<file path="src/rtl/aes_pkg.sv">
// Shared AES definitions: GF(2^8) helpers, MixColumns coefficients and the
// sequencer state type.
package aes_pkg;

    localparam int unsigned NB = 4;

    // Element [NB-1] is the first coefficient of matrix row 0.
    localparam logic [NB-1:0][7:0] FWD_COEF = {8'h02, 8'h03, 8'h01, 8'h01};
    localparam logic [NB-1:0][7:0] INV_COEF = {8'h0e, 8'h0b, 8'h0d, 8'h09};

    typedef enum logic [1:0] {
        StIdle,
        StBusy,
        StDone
    } mcs_state_e;

    function automatic logic [7:0] xtime(input logic [7:0] b);
        return {b[6:0], 1'b0} ^ (b[7] ? 8'h1b : 8'h00);
    endfunction

    // Intended for constant k so synthesis folds it into a few xtime/xor stages.
    function automatic logic [7:0] gf_mul(input logic [7:0] b, input logic [7:0] k);
        logic [7:0] acc;
        logic [7:0] pow;
        acc = 8'h00;
        pow = b;
        for (int i = 0; i < 8; i++) begin
            if (k[i]) acc = acc ^ pow;
            pow = xtime(pow);
        end
        return acc;
    endfunction

endpackage

</file>
<file path="src/rtl/mix_column_unit.sv">
// Combinational (Inv)MixColumns on one 32-bit column; byte 0 is the MSB.
module mix_column_unit
    import aes_pkg::*;
#(
    parameter bit INVERSE_EN = 1'b1
) (
    input  logic [31:0] col_i,
    input  logic        inv_i,
    output logic [31:0] col_o
);

    // Output byte r uses the coefficient row rotated right by r.
    function automatic logic [31:0] mix(input logic [31:0] col,
                                        input logic [NB-1:0][7:0] coef);
        logic [NB-1:0][7:0] a;
        logic [NB-1:0][7:0] b;
        a = col;
        for (int r = 0; r < NB; r++) begin
            b[NB-1-r] = 8'h00;
            for (int j = 0; j < NB; j++) begin
                b[NB-1-r] = b[NB-1-r] ^ gf_mul(a[NB-1-j], coef[NB-1-((j-r+NB)%NB)]);
            end
        end
        return b;
    endfunction

    logic [31:0] fwd;
    assign fwd = mix(col_i, FWD_COEF);

    generate
        if (INVERSE_EN) begin : g_inv
            assign col_o = inv_i ? mix(col_i, INV_COEF) : fwd;
        end else begin : g_fwd_only
            logic unused_inv;
            assign unused_inv = inv_i;
            assign col_o      = fwd;
        end
    endgenerate

endmodule

</file>
<file path="src/rtl/mix_columns_seq.sv">
// Iterative MixColumns/InvMixColumns over a 128-bit AES state with a
// valid/ready handshake on both sides; COLS_PER_CYCLE columns per clock.
module mix_columns_seq
    import aes_pkg::*;
#(
    parameter int unsigned COLS_PER_CYCLE = 1,
    parameter bit          INVERSE_EN     = 1'b1
) (
    input  logic         clk,
    input  logic         rst_n,
    input  logic         in_valid,
    output logic         in_ready,
    input  logic [127:0] in_data,
    input  logic         in_inv,
    output logic         out_valid,
    input  logic         out_ready,
    output logic [127:0] out_data
);

    generate
        if (!(COLS_PER_CYCLE == 1 || COLS_PER_CYCLE == 2 || COLS_PER_CYCLE == 4)) begin : g_bad_cfg
            $fatal(1, "mix_columns_seq: COLS_PER_CYCLE must be 1, 2 or 4");
        end
    endgenerate

    localparam logic [2:0] STEP     = 3'(COLS_PER_CYCLE);
    localparam logic [2:0] DONE_CNT = 3'(NB);

    mcs_state_e           state_q, state_d;
    logic [NB-1:0][31:0]  data_q, data_d;
    logic [2:0]           cnt_q, cnt_d;
    logic                 mode_q, mode_d;

    logic accept;
    logic inv_sel;

    logic [1:0]  col_pos [COLS_PER_CYCLE];
    logic [31:0] col_in  [COLS_PER_CYCLE];
    logic [31:0] col_out [COLS_PER_CYCLE];

    assign in_ready  = (state_q == StIdle) || ((state_q == StDone) && out_ready);
    assign accept    = in_valid && in_ready;
    assign inv_sel   = in_inv && INVERSE_EN;
    assign out_valid = (state_q == StDone);
    assign out_data  = data_q;

    // Column c lives in data_q[NB-1-c]; units cover columns cnt_q .. cnt_q+k.
    for (genvar k = 0; k < COLS_PER_CYCLE; k++) begin : g_unit
        assign col_pos[k] = 2'd3 - (cnt_q[1:0] + 2'(k));
        assign col_in[k]  = data_q[col_pos[k]];

        mix_column_unit #(
            .INVERSE_EN (INVERSE_EN)
        ) u_unit (
            .col_i (col_in[k]),
            .inv_i (mode_q),
            .col_o (col_out[k])
        );
    end

    always_comb begin
        state_d = state_q;
        data_d  = data_q;
        cnt_d   = cnt_q;
        mode_d  = mode_q;

        unique case (state_q)
            StIdle: ;
            StBusy: begin
                for (int k = 0; k < COLS_PER_CYCLE; k++) begin
                    data_d[col_pos[k]] = col_out[k];
                end
                cnt_d = cnt_q + STEP;
                if (cnt_d == DONE_CNT) state_d = StDone;
            end
            StDone: begin
                if (out_ready) state_d = StIdle;
            end
            default: state_d = StIdle;
        endcase

        // Accept is only possible in IDLE or on the DONE handshake cycle.
        if (accept) begin
            data_d  = in_data;
            mode_d  = inv_sel;
            cnt_d   = 3'd0;
            state_d = StBusy;
        end
    end

    always_ff @(posedge clk) begin
        if (!rst_n) begin
            state_q <= StIdle;
            data_q  <= '0;
            cnt_q   <= 3'd0;
            mode_q  <= 1'b0;
        end else begin
            state_q <= state_d;
            data_q  <= data_d;
            cnt_q   <= cnt_d;
            mode_q  <= mode_d;
        end
    end

endmodule

</file>
<file path="config.mk">
export PLATFORM = sky130hd
export DESIGN_NAME = mix_columns_seq
export DESIGN_NICKNAME = d
export VERILOG_FILES = /design/src/rtl/aes_pkg.sv /design/src/rtl/mix_column_unit.sv /design/src/rtl/mix_columns_seq.sv
export SDC_FILE = /design/constraint.sdc
export NUM_CORES = 1
export LEC_CHECK = 0
export CAP_MARGIN = 25
export CORE_MARGIN = 2
export CORE_UTILIZATION = 40
export CTS_CLUSTER_SIZE = 24
export DETAILED_ROUTE_END_ITERATION = 16
export PLACE_DENSITY = 0.74
export SYNTH_ARGS = -nofsm -noshare
export SYNTH_HDL_FRONTEND = slang
export SYNTH_SLANG_ARGS = --single-unit
</file>
<file path="constraint.sdc">
create_clock -name clk -period 8.4 [get_ports clk]
set_clock_uncertainty 0.1 [all_clocks]
set_input_delay 1.26 -clock clk [delete_from_list [all_inputs] [get_ports clk]]
set_output_delay 1.26 -clock clk [all_outputs]
set_load 0.05 [all_outputs]
</file>
### After elaboration in Yosys (flattened, before gate mapping)

Index checks and enable logic that the tools add are counted.

| storage, ports and cells | value |
|---|---|
| latch bits | 0 |
| register bits | 134 |
| bits of input ports | 133 |
| bits in read-only memories | 0 |
| output and inout port bits | 130 |
| memories | 0 |
| word-level logic and storage cells | 119 |
| memory bits (writable) | 0 |

| operators by class | value |
|---|---|
| eq/ne operators | 8 |
| muxes and demuxes | 24 |
| reduce and logical (&&, ||, !) cells | 9 |
| shifts and indexed selects | 0 |
| div/mod/pow operators | 0 |
| bitwise logic cells | 66 |
| $mul | 0 |
| $lt $le $gt $ge | 2 |
| $add $sub $neg | 2 |

Operator list:

| operator | count |
|---|---|
| 8-bit XOR | 64 |
| 128-bit 2-to-1 mux | 2 |
| 128-bit bitwise mux | 1 |
| 32-bit 2-to-1 mux | 3 |
| 32-bit binary-select mux with 2-bit select | 1 |
| 32-bit demux with 2-bit select | 1 |
| 5-bit 2-to-1 mux | 12 |
| 2-bit one-hot mux with 3 select lines | 1 |
| 3-bit AND reduction | 2 |
| 2-bit 2-to-1 mux | 2 |
| 2-bit != test, second input constant | 2 |
| 3-bit by 1-bit adder with 3-bit output, second input constant | 1 |
| 3-bit equality test, second input constant | 1 |
| 1-bit logical AND | 3 |
| 2-bit by 3-bit less-than comparator with 1-bit output, second input constant | 1 |
| 3-bit by 1-bit != test with 1-bit output, second input constant | 1 |
| 3-bit != test, second input constant | 1 |
| 2-bit by 1-bit equality test with 1-bit output, second input constant | 1 |
| 2-bit equality test, second input constant | 1 |
| 2-bit by 1-bit greater-or-equal comparator with 1-bit output, second input constant | 1 |
| 2-bit logical NOT | 1 |
| 2-bit by 1-bit != test with 1-bit output, second input constant | 1 |
| 1-bit NOT | 2 |
| 2-bit nonzero test | 1 |
| other kinds (4) | 4 |

### Longest topological paths before layout

| logic depth | value |
|---|---|
| depth in word-level cells | 17 |
| mapped depth | 11 |

### Modules after synthesis

A second synthesis with hierarchy kept.

| unflattened totals | value |
|---|---|
| cells, all modules | 1089 |
| area, all modules | 10050.9 um2 |

Modules (own cells, without submodules):

| module | times used | cells an instance | area an instance (um2) |
|---|---|---|---|
| mix_columns_seq | 1 | 813 | 7603.5 |
| mix_column_unit | 1 | 276 | 2447.3 |

### Worst setup path after synthesis

No wires, ideal clock.

| timing | value |
|---|---|
| path kind | input-to-reg |
| start point | input port out_ready |
| end point | register data_q, in the netlist out_data[123] |
| required time | 8.169 ns |
| buffers on the path | 4 |
| data arrival time | 3.628 ns |
| stages on the path | 10 |
| setup slack | 4.541 ns |
| cells stage by stage | inv_1 a21oi_1 and2_1 clkbuf_1 clkbuf_1 clkbuf_1 clkbuf_1 nor2_1 a21oi_1 a21oi_2 |

| on the way | value |
|---|---|
| word-level cells in the longest chain between the ends | 4 |
| elaborated cells on any way between the ends | 5 |

RTL lines:

| element | line | text |
|---|---|---|
| start: declaration | mix_columns_seq.sv:16 | `input logic out_ready,` |
| 1-bit logical AND (*) | mix_columns_seq.sv:41 | `assign in_ready = (state_q == StIdle) \|\| ((state_q == StDone) && out_ready);` |
| 1-bit logical OR (*) | mix_columns_seq.sv:41 |  |
| net in_ready | mix_columns_seq.sv:12 | `output logic in_ready,` |
| 1-bit logical AND (*) | mix_columns_seq.sv:42 | `assign accept = in_valid && in_ready;` |
| 128-bit 2-to-1 mux / 2-bit nonzero test (equally long branches) | - |  |
| end signal: assignment | mix_columns_seq.sv:99 | `data_q <= data_d;` |
| end: declaration | mix_columns_seq.sv:30 | `logic [NB-1:0][31:0] data_q, data_d;` |

Mark *: on every way through the listed nets, which the timed path passes. The rest lies on a longest branch.
A chain may end at the register's enable or synchronous reset.

### Worst setup path in the final report

| timing | value |
|---|---|
| start point | register cnt_q[0] |
| end point | register data_q, in the netlist out_data[19] |

| on the way | value |
|---|---|
| word-level cells in the longest chain between the ends | 15 |
| elaborated cells on any way between the ends | 47 |

RTL lines:

| element | line | text |
|---|---|---|
| start: declaration | mix_columns_seq.sv:31 | `logic [2:0] cnt_q, cnt_d;` |
| start signal: assignment | mix_columns_seq.sv:100 | `cnt_q <= cnt_d;` |
| 2-bit subtractor (*) | mix_columns_seq.sv:49 | `assign col_pos[k] = 2'd3 - (cnt_q[1:0] + 2'(k));` |
| 32-bit binary-select mux with 2-bit select | mix_columns_seq.sv:50 | `assign col_in[k] = data_q[col_pos[k]];` |
| 32-bit 2-to-1 mux (implied by the code) | mix_columns_seq.sv:50 |  |
| 5-bit 2-to-1 mux, or another cell as far along | - |  |
| 8-bit XOR, or another cell as far along | - |  |
| 8-bit XOR / 5-bit 2-to-1 mux (equally long branches) | - |  |
| 8-bit XOR (on tied branches) | - |  |
| 8-bit XOR | aes_pkg.sv:28 | `if (k[i]) acc = acc ^ pow;` |
| 8-bit XOR (3 in a row) | mix_column_unit.sv:21 | `b[NB-1-r] = b[NB-1-r] ^ gf_mul(a[NB-1-j], coef[NB-1-((j-r+NB)%NB)]);` |
| 32-bit 2-to-1 mux | mix_column_unit.sv:32 | `assign col_o = inv_i ? mix(col_i, INV_COEF) : fwd;` |
| 128-bit bitwise mux (*) | mix_columns_seq.sv:71 | `data_d[col_pos[k]] = col_out[k];` |
| 128-bit 2-to-1 mux (*) | mix_columns_seq.sv:67 | `unique case (state_q)` |
| 128-bit 2-to-1 mux (*) | mix_columns_seq.sv:83 | `if (accept) begin` |

Mark *: on every way between the ends. The rest lies on a longest branch, timed or not. The select of a mux whose other input is x is not followed.

==> impl_metrics.ini <==
[grt]
grt-busiest-layer = met2
grt_overflow = 0
grt_pass1_vias = 9128
antenna_found_initial = 0
grt_pass1_wl_um = 53010
grt_max_degree = 109
grtUsageTotal_pct = 28.16
gr-usage-met2_pct = 45.69
grtUsageMet1_pct = 37.29
use_met3_pct = 5.341

[timing]
rsz0062_at_grt = false
finalCritPeriodShare_pct = 50.23
finalHoldViolations = 0
slew_headroom_pct = 32.85
setup_slack_ns = 4.181
setup_violations = 0
worst_slew_pin_slew_ns = 1.005
timing.hold.ws_ns = 0.4553
finalWorstPathRequiredPeriod_ns = 4.219
drv_slew = 0
fmax_mhz = 237.0
setup_tns_ns = 0

[job]
cap_violations = 0

[floorplanning]
coreArea_um2 = 23260
row_count = 56
die_area_um2 = 24760
die_x_um = 157.4
initial_core_util_pct = 40.44
die_y_um = 157.4
ios = 263

[clock_network]
cts_made_buffers = 17
cts-root-buf = clkbuf_16
cts_buffer_depth = 2
post_cts_buffers = 0
clk_pin_slew_ns = 0.06
holdBufCountCts = 0
tritoncts = yes
clock_sinks = 134
clock_latency_ns = 0.43
cts_resized = 0
htree_levels = 4

[layout]
layout.cells.non_filler = 1534
antenna_cells = 0
syn_to_final_growth_pct = 36.13
nNetsFinal = 1340
drive_above_1_share_pct = 8.230

[setup_path]
crit_fanout = 37
crit_path_start_kind = register
crit_type = register to register
cp.arrival_ns = 4.49
worstPathRequired_ns = 8.67
endpoint_kind = register

[synthesis]
synth_top_area_share_pct = 28.52
synth_edf_count = 0
synth-main-ff-cell = dfxtp_1
synth_nets = 1130
yosysWarningCount = 0
async_flop_share_pct = 0
ys_ff_latch = 134
yosysUniqueCellTypes = 50
synthTopCellsByArea = dfxtp_1 (29%), xnor2_1 (10%), xnor3_1 (8.6%), a22oi_1 (7.0%), mux4_2 (6.9%)
ys_seq_area_share_pct = 28.52
synth_most_common_cell = dfxtp_1
synth_top_cell_by_area = dfxtp_1
synthesis.area_um2 = 9407
syn_area_per_cell_um2 = 9.482
syn_inst = 992
synth_common_cells = dfxtp_1 (134), a21oi_1 (125), xnor2_1 (108)

[drt]
ant_nets = 0
vias_per_cell = 5.939
drt-total-wl_um = 35140
firstDrtPassIters = 6
drt_iter0_drc = 971
drcViolationCount = 0
vias = 9111
routedWlPerCell_um = 22.91

[power]
power_density_nw_per_um2 = 429.0
ir_drop_uv = 259.8
p_leak_nw = 4.718

[run_status]
outcome = finished clean

[place]
numPlacedInstances = 1501
portBuffers = 262
dp_hpwl_um = 24710
place.gp.congestion = 0.9321
place_ws_ns = 4.225

[worst_hold_path]
worst_hold_path_type = register to register
-- layout make-up --
type	instances	area [µm²]
fill	2095	10460
multi-input combinational	768	6332
timing repair buffer	274	2733
sequential	134	2685
clock buffer	18	439.2
tap	319	399.1
clock inverter	14	188.9
inverter	7	27.53
-- worst paths after layout --
path,from,end,slack [ns],cells past startpoint
worst max register to register,cnt_q[0],out_data[19],4.18,8
worst min register to register,cnt_q[2],cnt_q[2],0.46,2
worst max-delay path,cnt_q[0],out_data[19],4.18,8
worst min-delay path,cnt_q[2],cnt_q[2],0.46,2
-- flip-flops by register name, summed over array words and instances, names as in the netlist --
| register | cells |
|---|---|
| out_data | 128 |
| state_q | 2 |
| mode_q | 1 |
| cnt_q | 3 |
-- through the flow --
step	area, µm²	util, %	power [mW]
3_5_place_dp	12150	52.23	4.595
4_1_cts	12780	54.93	5.429
5_1_grt	12800	55.05	5.711
6_report	12800	55.05	5.493
3_3_place_gp	12150	52.23	4.564
2_1_floorplan	9407	-	3.731
-- power breakdown --
part / internal, mW / switching [mW] / leakage (nW) / total (mW)
clock: 0.484 / 0.323 / 0.302 / 0.808
combinational: 1.78 / 2.11 / 3.31 / 3.89
sequential: 0.719 / 0.0798 / 1.10 / 0.799
-- cell families (layout without fill, tap and decap cells) --
logic type      count (synthesis)  in the layout  synth area share, %
fa+ha+maj                       5              5               0.6651
flops                         134            134                28.52
buf+inv                        90            313                4.456
simple gates                  209            209                9.537
compound gates                315            315                21.18
xor+xnor                      197            197                26.80
mux                            42             42                8.846
-- cell usage in the layout (no fill, tap or decap), types with 9 or more instances in the layout --
cell type,count
mux2i_1,10
a21oi_1,125
xnor2_1,108
buf_4,11
dfxtp_1,132
clkbuf_16,17
a22oi_1,88
clkdlybuf4s50_1,262
o22ai_1,12
xnor3_1,36
xor3_1,11
a21o_1,12
a31oi_1,9
nor2_1,55
a22o_1,12
mux4_2,29
o21ai_0,30
or3_1,12
xor2_1,29
nand2_1,103
-- routing by layer --
metal	vias up	wire length, µm
li1	4014	-
met1	4488	13990
met2	527	17040
met3	82	3049
met4	0	1069
met5	-	0
-- critical path: stages, from the launching register on --
cell,delay (ns)
dfxtp_2,0.32
buf_4,0.57
mux4_1,0.92
xnor2_1,0.43
xnor3_2,0.38
xnor2_2,0.22
xor3_1,0.34
o31ai_1,0.59
a22o_1,0.25
Power figures use the tool's default switching activity.
